`src/rtl/mem_line_bridge_pkg.sv`:
```
// mem_line_bridge_pkg
//   Shared definitions for the cache-line to memory-bus bridge:
//   FSM state encoding, default widths and helpers that derive the beat
//   count and beat index width from the line and bus widths.
//   Optional feature macro used by the bridge: MEM_BRIDGE_TIMEOUT_EN.
package mem_line_bridge_pkg;

  // Default widths shared with the rest of the CPU memory path.
  localparam int ADDR_WIDTH       = 32;
  localparam int DATA_WIDTH_CACHE = 128;
  localparam int BUS_WIDTH        = 32;
  localparam int TIMEOUT_DEFAULT  = 255;

  typedef enum logic [1:0] {
    IDLE = 2'd0,
    REQ  = 2'd1,
    RESP = 2'd2,
    DONE = 2'd3
  } bridgeState_t;

  // Number of bus beats needed to move one cache line.
  function automatic int beatCount(input int lineW, input int busW);
    return lineW / busW;
  endfunction

  // Beat index width; kept at least one bit so a one-beat line still has a counter.
  function automatic int beatIdxWidth(input int beats);
    return (beats > 1) ? $clog2(beats) : 1;
  endfunction

endpackage

```
`src/rtl/mem_line_bridge_if.sv`:
```
// mem_line_bridge_if
//   Groups the arbiter-side line request/response signals and the SoC
//   memory bus beat signals of the bridge.
//   Arbiter side : addr_i, cs_i, we_i, wdata_i -> rdata_o, rvalid_o, err_o
//   Bus side     : bus_req_o, bus_we_o, bus_addr_o, bus_wdata_o
//                  <- bus_gnt_i, bus_rvalid_i, bus_rdata_i
//   Modports: slave  = the bridge itself
//             master = the environment (arbiter plus memory bus)
interface mem_line_bridge_if
  import mem_line_bridge_pkg::*;
#(
  parameter int ADDR_W = ADDR_WIDTH,
  parameter int LINE_W = DATA_WIDTH_CACHE,
  parameter int BUS_W  = BUS_WIDTH
);

  logic [ADDR_W-1:0] addr_i;
  logic              cs_i;
  logic              we_i;
  logic [LINE_W-1:0] wdata_i;
  logic [LINE_W-1:0] rdata_o;
  logic              rvalid_o;
  logic              err_o;

  logic              bus_req_o;
  logic              bus_we_o;
  logic [ADDR_W-1:0] bus_addr_o;
  logic [BUS_W-1:0]  bus_wdata_o;
  logic              bus_gnt_i;
  logic              bus_rvalid_i;
  logic [BUS_W-1:0]  bus_rdata_i;

  modport slave (
    input  addr_i, cs_i, we_i, wdata_i,
    input  bus_gnt_i, bus_rvalid_i, bus_rdata_i,
    output rdata_o, rvalid_o, err_o,
    output bus_req_o, bus_we_o, bus_addr_o, bus_wdata_o
  );

  modport master (
    output addr_i, cs_i, we_i, wdata_i,
    output bus_gnt_i, bus_rvalid_i, bus_rdata_i,
    input  rdata_o, rvalid_o, err_o,
    input  bus_req_o, bus_we_o, bus_addr_o, bus_wdata_o
  );

endinterface

```
`src/rtl/mem_line_bridge.sv`:
```
// mem_line_bridge
//   Takes one cache-line request at a time from the icache/dcache arbiter,
//   splits it into word beats on the SoC memory bus (one beat outstanding),
//   reassembles read data into a line and returns the line or a write
//   acknowledge as a one-cycle rvalid_o pulse.
// Ports:
//   clk_i  - system clock
//   rst_ni - asynchronous active-low reset
//   lb     - mem_line_bridge_if.slave, arbiter and memory bus signals
// Optional feature:
//   MEM_BRIDGE_TIMEOUT_EN - per-beat watchdog; after TIMEOUT_CYCLES in REQ
//   or RESP the line completes with err_o=1 and rdata_o=0. Without it the
//   bridge waits indefinitely and err_o is tied 0.
module mem_line_bridge
  import mem_line_bridge_pkg::*;
#(
  parameter int ADDR_W         = ADDR_WIDTH,
  parameter int LINE_W         = DATA_WIDTH_CACHE,
  parameter int BUS_W          = BUS_WIDTH,
  parameter int TIMEOUT_CYCLES = TIMEOUT_DEFAULT
) (
  input  logic             clk_i,
  input  logic             rst_ni,
  mem_line_bridge_if.slave lb
);

  localparam int BEATS      = beatCount(LINE_W, BUS_W);
  localparam int BEAT_IDX_W = beatIdxWidth(BEATS);
  localparam int LINE_BYTES = LINE_W / 8;
  localparam int WORD_SHIFT = $clog2(BUS_W / 8);

  localparam logic [BEAT_IDX_W-1:0] LAST_BEAT = BEAT_IDX_W'(BEATS - 1);
  localparam logic [ADDR_W-1:0]     LINE_MASK = ADDR_W'(LINE_BYTES - 1);

  bridgeState_t r_state;
  logic [BEAT_IDX_W-1:0]       r_beat;
  logic [ADDR_W-1:0]           r_baseAddr;
  logic                        r_we;
  logic [BEATS-1:0][BUS_W-1:0] r_wline;
  logic [BEATS-1:0][BUS_W-1:0] r_rline;

  logic              r_busReq;
  logic              r_busWe;
  logic [ADDR_W-1:0] r_busAddr;
  logic [BUS_W-1:0]  r_busWdata;
  logic              r_rvalid;
  logic [LINE_W-1:0] r_rdata;

  logic [BEAT_IDX_W-1:0]       w_beatNext;
  logic [ADDR_W-1:0]           w_nextAddr;
  logic [BEATS-1:0][BUS_W-1:0] w_rlineMerged;

  assign w_beatNext = r_beat + BEAT_IDX_W'(1);
  assign w_nextAddr = r_baseAddr + (ADDR_W'(w_beatNext) << WORD_SHIFT);

  // Line buffer with the current beat's read word dropped in, so the last
  // beat can be returned in the same edge it is captured.
  always_comb begin
    w_rlineMerged         = r_rline;
    w_rlineMerged[r_beat] = lb.bus_rdata_i;
  end

`ifdef MEM_BRIDGE_TIMEOUT_EN
  localparam int WDOG_W = $clog2(TIMEOUT_CYCLES + 1);
  localparam logic [WDOG_W-1:0] WDOG_LIMIT = WDOG_W'(TIMEOUT_CYCLES);

  logic [WDOG_W-1:0] r_wdog;
  logic              r_err;
  logic [WDOG_W-1:0] w_wdogNext;
  logic              w_expired;

  assign w_wdogNext = r_wdog + WDOG_W'(1);
  assign w_expired  = (w_wdogNext == WDOG_LIMIT);
`endif

  // Single FSM; all bus and completion outputs are registered here so they
  // hold steady while a grant is pending.
  always_ff @(posedge clk_i or negedge rst_ni) begin
    if (!rst_ni) begin
      r_state    <= IDLE;
      r_beat     <= '0;
      r_baseAddr <= '0;
      r_we       <= 1'b0;
      r_wline    <= '0;
      r_rline    <= '0;
      r_busReq   <= 1'b0;
      r_busWe    <= 1'b0;
      r_busAddr  <= '0;
      r_busWdata <= '0;
      r_rvalid   <= 1'b0;
      r_rdata    <= '0;
`ifdef MEM_BRIDGE_TIMEOUT_EN
      r_wdog     <= '0;
      r_err      <= 1'b0;
`endif
    end else begin
      r_rvalid <= 1'b0;
      r_rdata  <= '0;
`ifdef MEM_BRIDGE_TIMEOUT_EN
      r_err    <= 1'b0;
      r_wdog   <= '0;
`endif
      case (r_state)
        IDLE: begin
          if (lb.cs_i) begin
            r_baseAddr <= lb.addr_i & ~LINE_MASK;
            r_we       <= lb.we_i;
            r_wline    <= lb.wdata_i;
            r_rline    <= '0;
            r_beat     <= '0;
            r_busReq   <= 1'b1;
            r_busWe    <= lb.we_i;
            r_busAddr  <= lb.addr_i & ~LINE_MASK;
            r_busWdata <= lb.wdata_i[BUS_W-1:0];
            r_state    <= REQ;
          end
        end

        REQ: begin
`ifdef MEM_BRIDGE_TIMEOUT_EN
          r_wdog <= w_wdogNext;
`endif
          if (lb.bus_gnt_i) begin
            r_busReq <= 1'b0;
            r_state  <= RESP;
`ifdef MEM_BRIDGE_TIMEOUT_EN
            r_wdog   <= '0;
          end else if (w_expired) begin
            r_busReq <= 1'b0;
            r_rvalid <= 1'b1;
            r_err    <= 1'b1;
            r_state  <= DONE;
`endif
          end
        end

        RESP: begin
`ifdef MEM_BRIDGE_TIMEOUT_EN
          r_wdog <= w_wdogNext;
`endif
          if (lb.bus_rvalid_i) begin
            if (!r_we) begin
              r_rline <= w_rlineMerged;
            end
            if (r_beat == LAST_BEAT) begin
              r_rvalid <= 1'b1;
              r_rdata  <= r_we ? '0 : w_rlineMerged;
              r_state  <= DONE;
            end else begin
              r_beat     <= w_beatNext;
              r_busReq   <= 1'b1;
              r_busAddr  <= w_nextAddr;
              r_busWdata <= r_wline[w_beatNext];
              r_state    <= REQ;
`ifdef MEM_BRIDGE_TIMEOUT_EN
              r_wdog     <= '0;
`endif
            end
`ifdef MEM_BRIDGE_TIMEOUT_EN
          end else if (w_expired) begin
            r_rvalid <= 1'b1;
            r_err    <= 1'b1;
            r_state  <= DONE;
`endif
          end
        end

        // cs_i is deliberately not looked at here: upstream may still be
        // holding the request that just completed.
        DONE: begin
          r_state <= IDLE;
        end

        default: begin
          r_state <= IDLE;
        end
      endcase
    end
  end

  assign lb.bus_req_o   = r_busReq;
  assign lb.bus_we_o    = r_busWe;
  assign lb.bus_addr_o  = r_busAddr;
  assign lb.bus_wdata_o = r_busWdata;
  assign lb.rvalid_o    = r_rvalid;
  assign lb.rdata_o     = r_rdata;
`ifdef MEM_BRIDGE_TIMEOUT_EN
  assign lb.err_o       = r_err;
`else
  assign lb.err_o       = 1'b0;
`endif

endmodule

```
`src/flat_wrapper.sv`:
```
// flat-port wrapper written by rule: the top's interface ports become plain ports
module mem_line_bridge_flat import mem_line_bridge_pkg::*;
#(
  parameter int ADDR_W         = ADDR_WIDTH,
  parameter int LINE_W         = DATA_WIDTH_CACHE,
  parameter int BUS_W          = BUS_WIDTH,
  parameter int TIMEOUT_CYCLES = TIMEOUT_DEFAULT
)
  (clk_i, rst_ni, lb_addr_i, lb_cs_i, lb_we_i, lb_wdata_i, lb_bus_gnt_i, lb_bus_rvalid_i, lb_bus_rdata_i, lb_rdata_o, lb_rvalid_o, lb_err_o, lb_bus_req_o, lb_bus_we_o, lb_bus_addr_o, lb_bus_wdata_o);
  mem_line_bridge_if #(.ADDR_W(ADDR_W), .LINE_W(LINE_W), .BUS_W(BUS_W)) lb_i ();
  input  logic clk_i;
  input  logic rst_ni;
  input wire logic [$bits(lb_i.addr_i)-1:0] lb_addr_i;
  input wire logic [$bits(lb_i.cs_i)-1:0] lb_cs_i;
  input wire logic [$bits(lb_i.we_i)-1:0] lb_we_i;
  input wire logic [$bits(lb_i.wdata_i)-1:0] lb_wdata_i;
  input wire logic [$bits(lb_i.bus_gnt_i)-1:0] lb_bus_gnt_i;
  input wire logic [$bits(lb_i.bus_rvalid_i)-1:0] lb_bus_rvalid_i;
  input wire logic [$bits(lb_i.bus_rdata_i)-1:0] lb_bus_rdata_i;
  output wire logic [$bits(lb_i.rdata_o)-1:0] lb_rdata_o;
  output wire logic [$bits(lb_i.rvalid_o)-1:0] lb_rvalid_o;
  output wire logic [$bits(lb_i.err_o)-1:0] lb_err_o;
  output wire logic [$bits(lb_i.bus_req_o)-1:0] lb_bus_req_o;
  output wire logic [$bits(lb_i.bus_we_o)-1:0] lb_bus_we_o;
  output wire logic [$bits(lb_i.bus_addr_o)-1:0] lb_bus_addr_o;
  output wire logic [$bits(lb_i.bus_wdata_o)-1:0] lb_bus_wdata_o;
  assign lb_i.addr_i = lb_addr_i;
  assign lb_i.cs_i = lb_cs_i;
  assign lb_i.we_i = lb_we_i;
  assign lb_i.wdata_i = lb_wdata_i;
  assign lb_i.bus_gnt_i = lb_bus_gnt_i;
  assign lb_i.bus_rvalid_i = lb_bus_rvalid_i;
  assign lb_i.bus_rdata_i = lb_bus_rdata_i;
  assign lb_rdata_o = lb_i.rdata_o;
  assign lb_rvalid_o = lb_i.rvalid_o;
  assign lb_err_o = lb_i.err_o;
  assign lb_bus_req_o = lb_i.bus_req_o;
  assign lb_bus_we_o = lb_i.bus_we_o;
  assign lb_bus_addr_o = lb_i.bus_addr_o;
  assign lb_bus_wdata_o = lb_i.bus_wdata_o;
  mem_line_bridge #(.ADDR_W(ADDR_W), .LINE_W(LINE_W), .BUS_W(BUS_W), .TIMEOUT_CYCLES(TIMEOUT_CYCLES)) u_core (.clk_i(clk_i), .rst_ni(rst_ni), .lb(lb_i));
endmodule
```
`config.mk`:
```
export PLATFORM = sky130hd
export DESIGN_NAME = mem_line_bridge_flat
export DESIGN_NICKNAME = d
export VERILOG_FILES = /design/src/rtl/mem_line_bridge_pkg.sv /design/src/rtl/mem_line_bridge_if.sv /design/src/rtl/mem_line_bridge.sv /design/src/flat_wrapper.sv
export SDC_FILE = /design/constraint.sdc
export NUM_CORES = 1
export LEC_CHECK = 0
export CELL_PAD_IN_SITES_DETAIL_PLACEMENT = 0
export CELL_PAD_IN_SITES_GLOBAL_PLACEMENT = 2
export CORE_MARGIN = 1
export CORE_UTILIZATION = 30
export CTS_CLUSTER_DIAMETER = 80
export CTS_CLUSTER_SIZE = 30
export DETAILED_ROUTE_END_ITERATION = 8
export PLACE_DENSITY = 0.85
export SLEW_MARGIN = 20
export SYNTH_ARGS = -nofsm -noshare
export SYNTH_HDL_FRONTEND = slang
export SYNTH_SLANG_ARGS = --single-unit
export TNS_END_PERCENT = 20
```
`constraint.sdc`:
```
create_clock -name clk_i -period 2 [get_ports clk_i]
set_input_delay 0.4 -clock clk_i [delete_from_list [all_inputs] [get_ports clk_i]]
set_output_delay 0.4 -clock clk_i [all_outputs]
set_load 0.01 [all_outputs]
```
==> reports/metrics.yaml, run 1 <==
critPathKind: "reg2out"
slowest_stage: "clkdlybuf4s50_1"
p_per_area_nw_per_um2: 1209
p_int_mw: 20.75
tritoncts: "built"
clock-sinks: 479
globalplace.congestion: 0.7850
finalSetupViolCount: 0
track_usage: 0.1700
fin_crit_ps: 1951
synth_edf_count: 0
crit_required_ps: 1600
ant_nets: 0
power.leakage_nw: 12.44
n_fill_cell: 6362
ys_seq_elements: 479
maxCapViolations: 0
swShare: 0.3491
rrSetupSlack_ps: 100
final_nets: 2350
clk_latency_ps: 620
utilization: 0.4001
dp_cells: 2971
post-route-period-util: 0.9755
initial_core_util: 0.3035
finalNonFillerCells: 3035
worstSetupEndpointType: "primary output"
final_common_cell: "nand2_1"
synthFlopType: "dfrtp_1"
row_count: 94
final_cell_mix: "505 x nand2_1, 476 x dfrtp_1, 326 x clkdlybuf4s50_1"
drt_wl_total_mm: 58.24
grt_max_degree: 82
worstReg2RegEnd: "u_core.r_rline[71]"
final-seq-area_um2: 11990
overflow: 0
r2r_start: "u_core.r_beat[0]"
die_h_um: 260.1
clkSlewWorstSetupHoldPaths_ps: 110
skew_ps: 33.19
status: "finished clean"
critPathMaxFanout: 1
async_flop_share: 1.000
portBuffers: 386
vias_per_cell: 4.751
first_global_vias: 14782
ir_drop_uv: 671.4
ctsRootBufferMaster: "clkbuf_16"
numCtsBuffers: 30
hold_viol_final: 0
vias: 14418
p_comb_frac: 0.339
post_synth_inst_count: 1824
grt_pass1_wl_mm: 89.29
reg2regPathDepth: 7
drive_above_1_share: 0.08249
timing.fmax_ghz: 0.5125
wl_per_cell_um: 19.19
rsz0062_at_grt: "false"
cpLargestDelayFamily: "buffers and inverters"
area.growth.synth_to_final_pct: 31.84
worst_path_largest_cell_delay_ps: 550
first_pass_iters: 5
hold_path_class: "in2async"
holdWs_ps: 274.8
synth.distinct_cells: 36
crit_chain: "clkdlybuf4s50_1"
pwr-share-seq: 0.428
ys_warn_count: 0
slew_violations: 0
die_w_um: 260.1
ios: 394
syn_area_per_cell_um2: 10.96
synth_area_um2: 19990
switching_power_mw: 11.12
coreArea_um2: 65860
htree_levels: 1
clockPowerShare: 0.233
arrival_ps: 1550
path_buf_inv: 1
design.die.area_um2: 67670
drc: 0
clk_path_buf_depth: 3
antenna_found_initial: 10
hpwlAfterDp_mm: 38.70
critPathLaunchType: "flip-flop"
multi_input_area_um2: 7018
p_total_mw: 31.87
drtIter0Drc: 995
fin_tns_setup_ps: 0
yosysSeqAreaShare: 0.5996
[synthesized netlist by cell type (all sizes together), types with 5 or more instances]
| cell | number | area share |
|---|---|---|
| o21ai | 63 | 0.016 |
| buf | 140 | 0.041 |
| nor2 | 129 | 0.024 |
| mux4 | 32 | 0.036 |
| nand2 | 506 | 0.095 |
| ha | 5 | 0.0031 |
| inv | 35 | 0.0066 |
| mux2i | 188 | 0.094 |
| nand3 | 62 | 0.016 |
| dfrtp | 479 | 0.60 |
| clkbuf | 30 | 0.0060 |
| o22ai | 33 | 0.010 |
| a22o | 96 | 0.042 |
[worst max path at each step]
stage / from / endpoint / depth (start not counted)
final: u_core.lb.rdata_o[34] / lb_rdata_o[34] / 1
after global placement: lb_cs_i / u_core.lb.bus_wdata_o[8] / 5
after global routing: u_core.lb.bus_addr_o[9] / lb_bus_addr_o[9] / 1
after CTS: u_core.lb.bus_addr_o[30] / lb_bus_addr_o[30] / 1
after detailed placement: lb_cs_i / u_core.lb.bus_wdata_o[7] / 5
after floorplan: u_core.r_beat[0] / u_core.lb.rdata_o[66] / 8
[per-layer routing]
metal,wire [µm],track usage,part of all wire,vias to the layer above
met4,1347,0.03541,0.023,14
met1,24770,0.2204,0.43,7187
met2,27450,0.2798,0.47,442
li1,-,-,-,6689
met5,89,0,0.0015,-
met3,4575,0.05117,0.079,86
[final cells by class]
cell class                 count  area share
antenna                        1  0.00009496
clock buffer                  31     0.02944
clock inverter                24     0.01491
inverter                      35    0.004985
multi-input combinational   1142      0.2663
sequential                   479      0.4550
tap                          864     0.04102
timing repair buffer         459      0.1883
[what timing repair did]
item                       CTS  global route
hold buffers                 1             0
buffers inserted             4             0
gates resized for setup     41            26
gates cloned                 1             2
setup endpoints to repair   36            61
hold endpoints to repair    18             0
pin swaps                    0             1
[registers in the layout (all words and copies together), names as in the netlist]
register	cells
u_core.lb.bus_addr_o	29
u_core.lb.rdata_o	128
u_core.r_we	1
u_core.lb.bus_req_o	1
u_core.r_state	2
u_core.r_rline	128
u_core.r_beat	1
u_core.r_baseAddr	28
u_core.lb.rvalid_o	1
u_core.lb.bus_wdata_o	32
u_core.r_wline	128
[power by group through the flow]
stage	registers [mW]	clock network (mW)	logic [mW]
after floorplan	13.6	0	6.28
after global placement	13.7	0	10.6
after detailed placement	13.8	0	10.8
after CTS	13.6	7.72	10.8
after global routing	13.9	8.05	11.9
final	13.6	7.43	10.8
[through the flow]
| stage | area (µm²) | setup WS [ps] |
|---|---|---|
| final | 26350 | 48.96 |
| after global routing | 26350 | 0.5203 |
| after CTS | 26230 | 0.05795 |
| after detailed placement | 24990 | -85.78 |
| after global placement | 24990 | -24.73 |
| after floorplan | 20020 | 30.30 |
[cell families (layout without fill, tap and decap cells)]
family / after synthesis / in the layout / synth area share
other cells: 1 / 4 / 0.0001876
fa+ha+maj: 5 / 5 / 0.003130
flops: 479 / 479 / 0.5996
mux: 220 / 220 / 0.1302
compound gates: 200 / 200 / 0.07098
buf+inv: 205 / 549 / 0.05377
simple gates: 714 / 714 / 0.1421
No activity file was read; power rests on OpenSTA's default activity.
==> run 2, diff against run 1 <==
Settings changed: CTS_CLUSTER_SIZE 30 to 12.
==> run 2 against run 1 <==
Combinational power is essentially flat. Maximum frequency grew 1.4%. Via count grew 0.59%. Power grew 3.0%. Register-to-register slack is essentially flat. Die area is the same. Utilization grew 0.25 points. Non-clock buffer count shrank 3. Largest power group unchanged. Flip-flop and latch count is the same. Highest routed layer unchanged.
==> reports/metrics.yaml, run 2 (synthesis results as in run 1) <==
clk_latency_ps: 590  # -30 ps
pwr-share-seq: 0.417  # -0.011
clk_path_buf_depth: 3  # unchanged
clkSlewWorstSetupHoldPaths_ps: 60  # -50 ps
area.growth.synth_to_final_pct: 32.65
skew_ps: 14.88  # -18.31 ps
n_fill_cell: 6370  # +0.13%
drtIter0Drc: 914  # -8.1%
antenna_found_initial: 10  # unchanged
track_usage: 0.1717  # +0.001679
post-route-period-util: 0.9624  # -0.01317
ir_drop_uv: 641.9  # -4.4%
power.leakage_nw: 12.22  # -1.8%
final_nets: 2366  # +0.68%
first_pass_iters: 5  # unchanged
drive_above_1_share: 0.08376  # +0.001267
die_h_um: 260.1  # unchanged
hold_viol_final: 0  # unchanged
row_count: 94  # unchanged
clockPowerShare: 0.253  # +0.020
arrival_ps: 1520  # -30 ps
worstSetupEndpointType: "primary output"
slew_violations: 0  # unchanged
ant_nets: 0  # unchanged
globalplace.congestion: 0.7850  # unchanged
vias_per_cell: 4.772  # +0.46%
critPathLaunchType: "flip-flop"
rsz0062_at_grt: "false"
coreArea_um2: 65860  # unchanged
swShare: 0.3323  # -0.01676
clock-sinks: 479  # unchanged
p_comb_frac: 0.329  # -0.010
p_int_mw: 21.92  # +5.6%
numCtsBuffers: 49  # +63%
wl_per_cell_um: 19.19  # about the same
htree_levels: 2  # +1
grt_max_degree: 82  # unchanged
fin_ws_ps: 75.29  # +26.34 ps
vias: 14503  # +0.59%
critPathMaxFanout: 17  # +16
status: "finished clean"
crit_required_ps: 1600  # about the same
grt_pass1_wl_mm: 89.76  # +0.53%
p_per_area_nw_per_um2: 1238  # +2.4%
overflow: 0  # unchanged
timing.fmax_ghz: 0.5196  # +1.4%
hold_path_class: "in2async"
final_cell_mix: "505 x nand2_1, 476 x dfrtp_1, 361 x clkdlybuf4s50_1"
finalSetupViolCount: 0  # unchanged
fin_crit_ps: 1925  # -26.34 ps
portBuffers: 386  # unchanged
drt_wl_total_mm: 58.32  # +0.14%
fin_tns_setup_ps: 0  # unchanged
ctsRootBufferMaster: "clkbuf_16"
hpwlAfterDp_mm: 38.70  # unchanged
dpl_worst_slack_ps: -85.78  # unchanged
initial_core_util: 0.3035  # unchanged
critPathKind: "reg2out"
die_w_um: 260.1  # unchanged
design.die.area_um2: 67670  # unchanged
ios: 394  # unchanged
drc: 0  # unchanged
maxCapViolations: 0  # unchanged
tritoncts: "built"
switching_power_mw: 10.91  # -2.0%
first_global_vias: 15070  # +1.9%
final_common_cell: "nand2_1"
## run 2: cell count changes in the layout (fill, tap and decap cells not counted), sizes merged, moves of 2 or more
cell	delta
buf	-3
bufinv	-2
clkbuf	+20
clkinvlp	-2
clkinv	-6
dlymetal6s2s	-10
dlygate4sd2	-25
clkdlybuf4s50	+35
inv	-4
## run 2: area by class of cell
class | instances | area (µm²) | area share
Sequential cell | 479 | 11990 | 0.4522
Multi-Input combinational cell | 1142 | 7018 | 0.2647
Timing Repair Buffer | 456 | 4925 | 0.1857
Clock buffer | 51 | 1244 | 0.04690
Tap cell | 864 | 1081 | 0.04077
Inverter | 35 | 131.4 | 0.004955
Clock inverter | 10 | 121.4 | 0.004577
Antenna cell | 2 | 5.005 | 0.0001888
## run 2: path summary, 6_finish.rpt
path / cells past startpoint / end / slack, ps / from
min in group clk_i: 3 / u_core.r_wline[72] / 340 / lb_wdata_i[72]
setup reg to reg: 7 / u_core.lb.bus_wdata_o[10] / 110 / u_core.r_beat[0]
max in group asynchronous: 3 / u_core.lb.rdata_o[72] / 890 / rst_ni
hold / removal: 2 / u_core.r_baseAddr[21] / 320 / rst_ni
setup / recovery: 2 / lb_bus_addr_o[2] / 80 / u_core.r_beat[0]
hold reg to reg: 2 / u_core.r_wline[119] / 470 / u_core.r_wline[119]
## run 2: timing repair
item	4_1_cts	5_1_grt
setup buffers	1	0
endpoints found under the hold margin	18	0
hold buffers	1	0
endpoints found under the setup margin	11	63
gates resized for setup	16	15
gates cloned	1	2
pin swaps	0	1
## run 2: worst max-delay path: stages, from the launching register on
cell and delay [ps]:
dfrtp_2 430, buf_16 180, dlygate4sd2_1 310
## run 2: layer usage
layer / share of wire / up-vias / track usage
met1: 0.43 / 7252 / 0.2215
met3: 0.077 / 106 / 0.05439
met4: 0.024 / 14 / 0.04483
li1: - / 6706 / -
met5: 0.0016 / - / 0
met2: 0.47 / 425 / 0.2776
## run 2: stage by stage
stage / utilization / power (mW) / std cells / cell area, µm² / hold slack, ps
CTS: 0.4011 / 33.23 / 3035 / 26420 / 287.5
detailed placement: 0.3794 / 24.62 / 2971 / 24990 / 342.6
floorplan: - / 19.91 / 1826 / 20020 / 104.4
finish: 0.4026 / 32.82 / 3039 / 26520 / 322.2
global route: 0.4025 / 34.91 / 3038 / 26510 / 306.8
global placement: 0.3794 / 24.32 / 2971 / 24990 / 328.2
## run 2: power groups by stage
stage	clock network, mW	logic [mW]	registers (mW)
2_1_floorplan	0	6.28	13.6
3_3_place_gp	0	10.6	13.7
3_5_place_dp	0	10.8	13.8
4_1_cts	8.65	10.9	13.7
5_1_grt	9.02	11.9	14.0
6_report	8.32	10.8	13.7
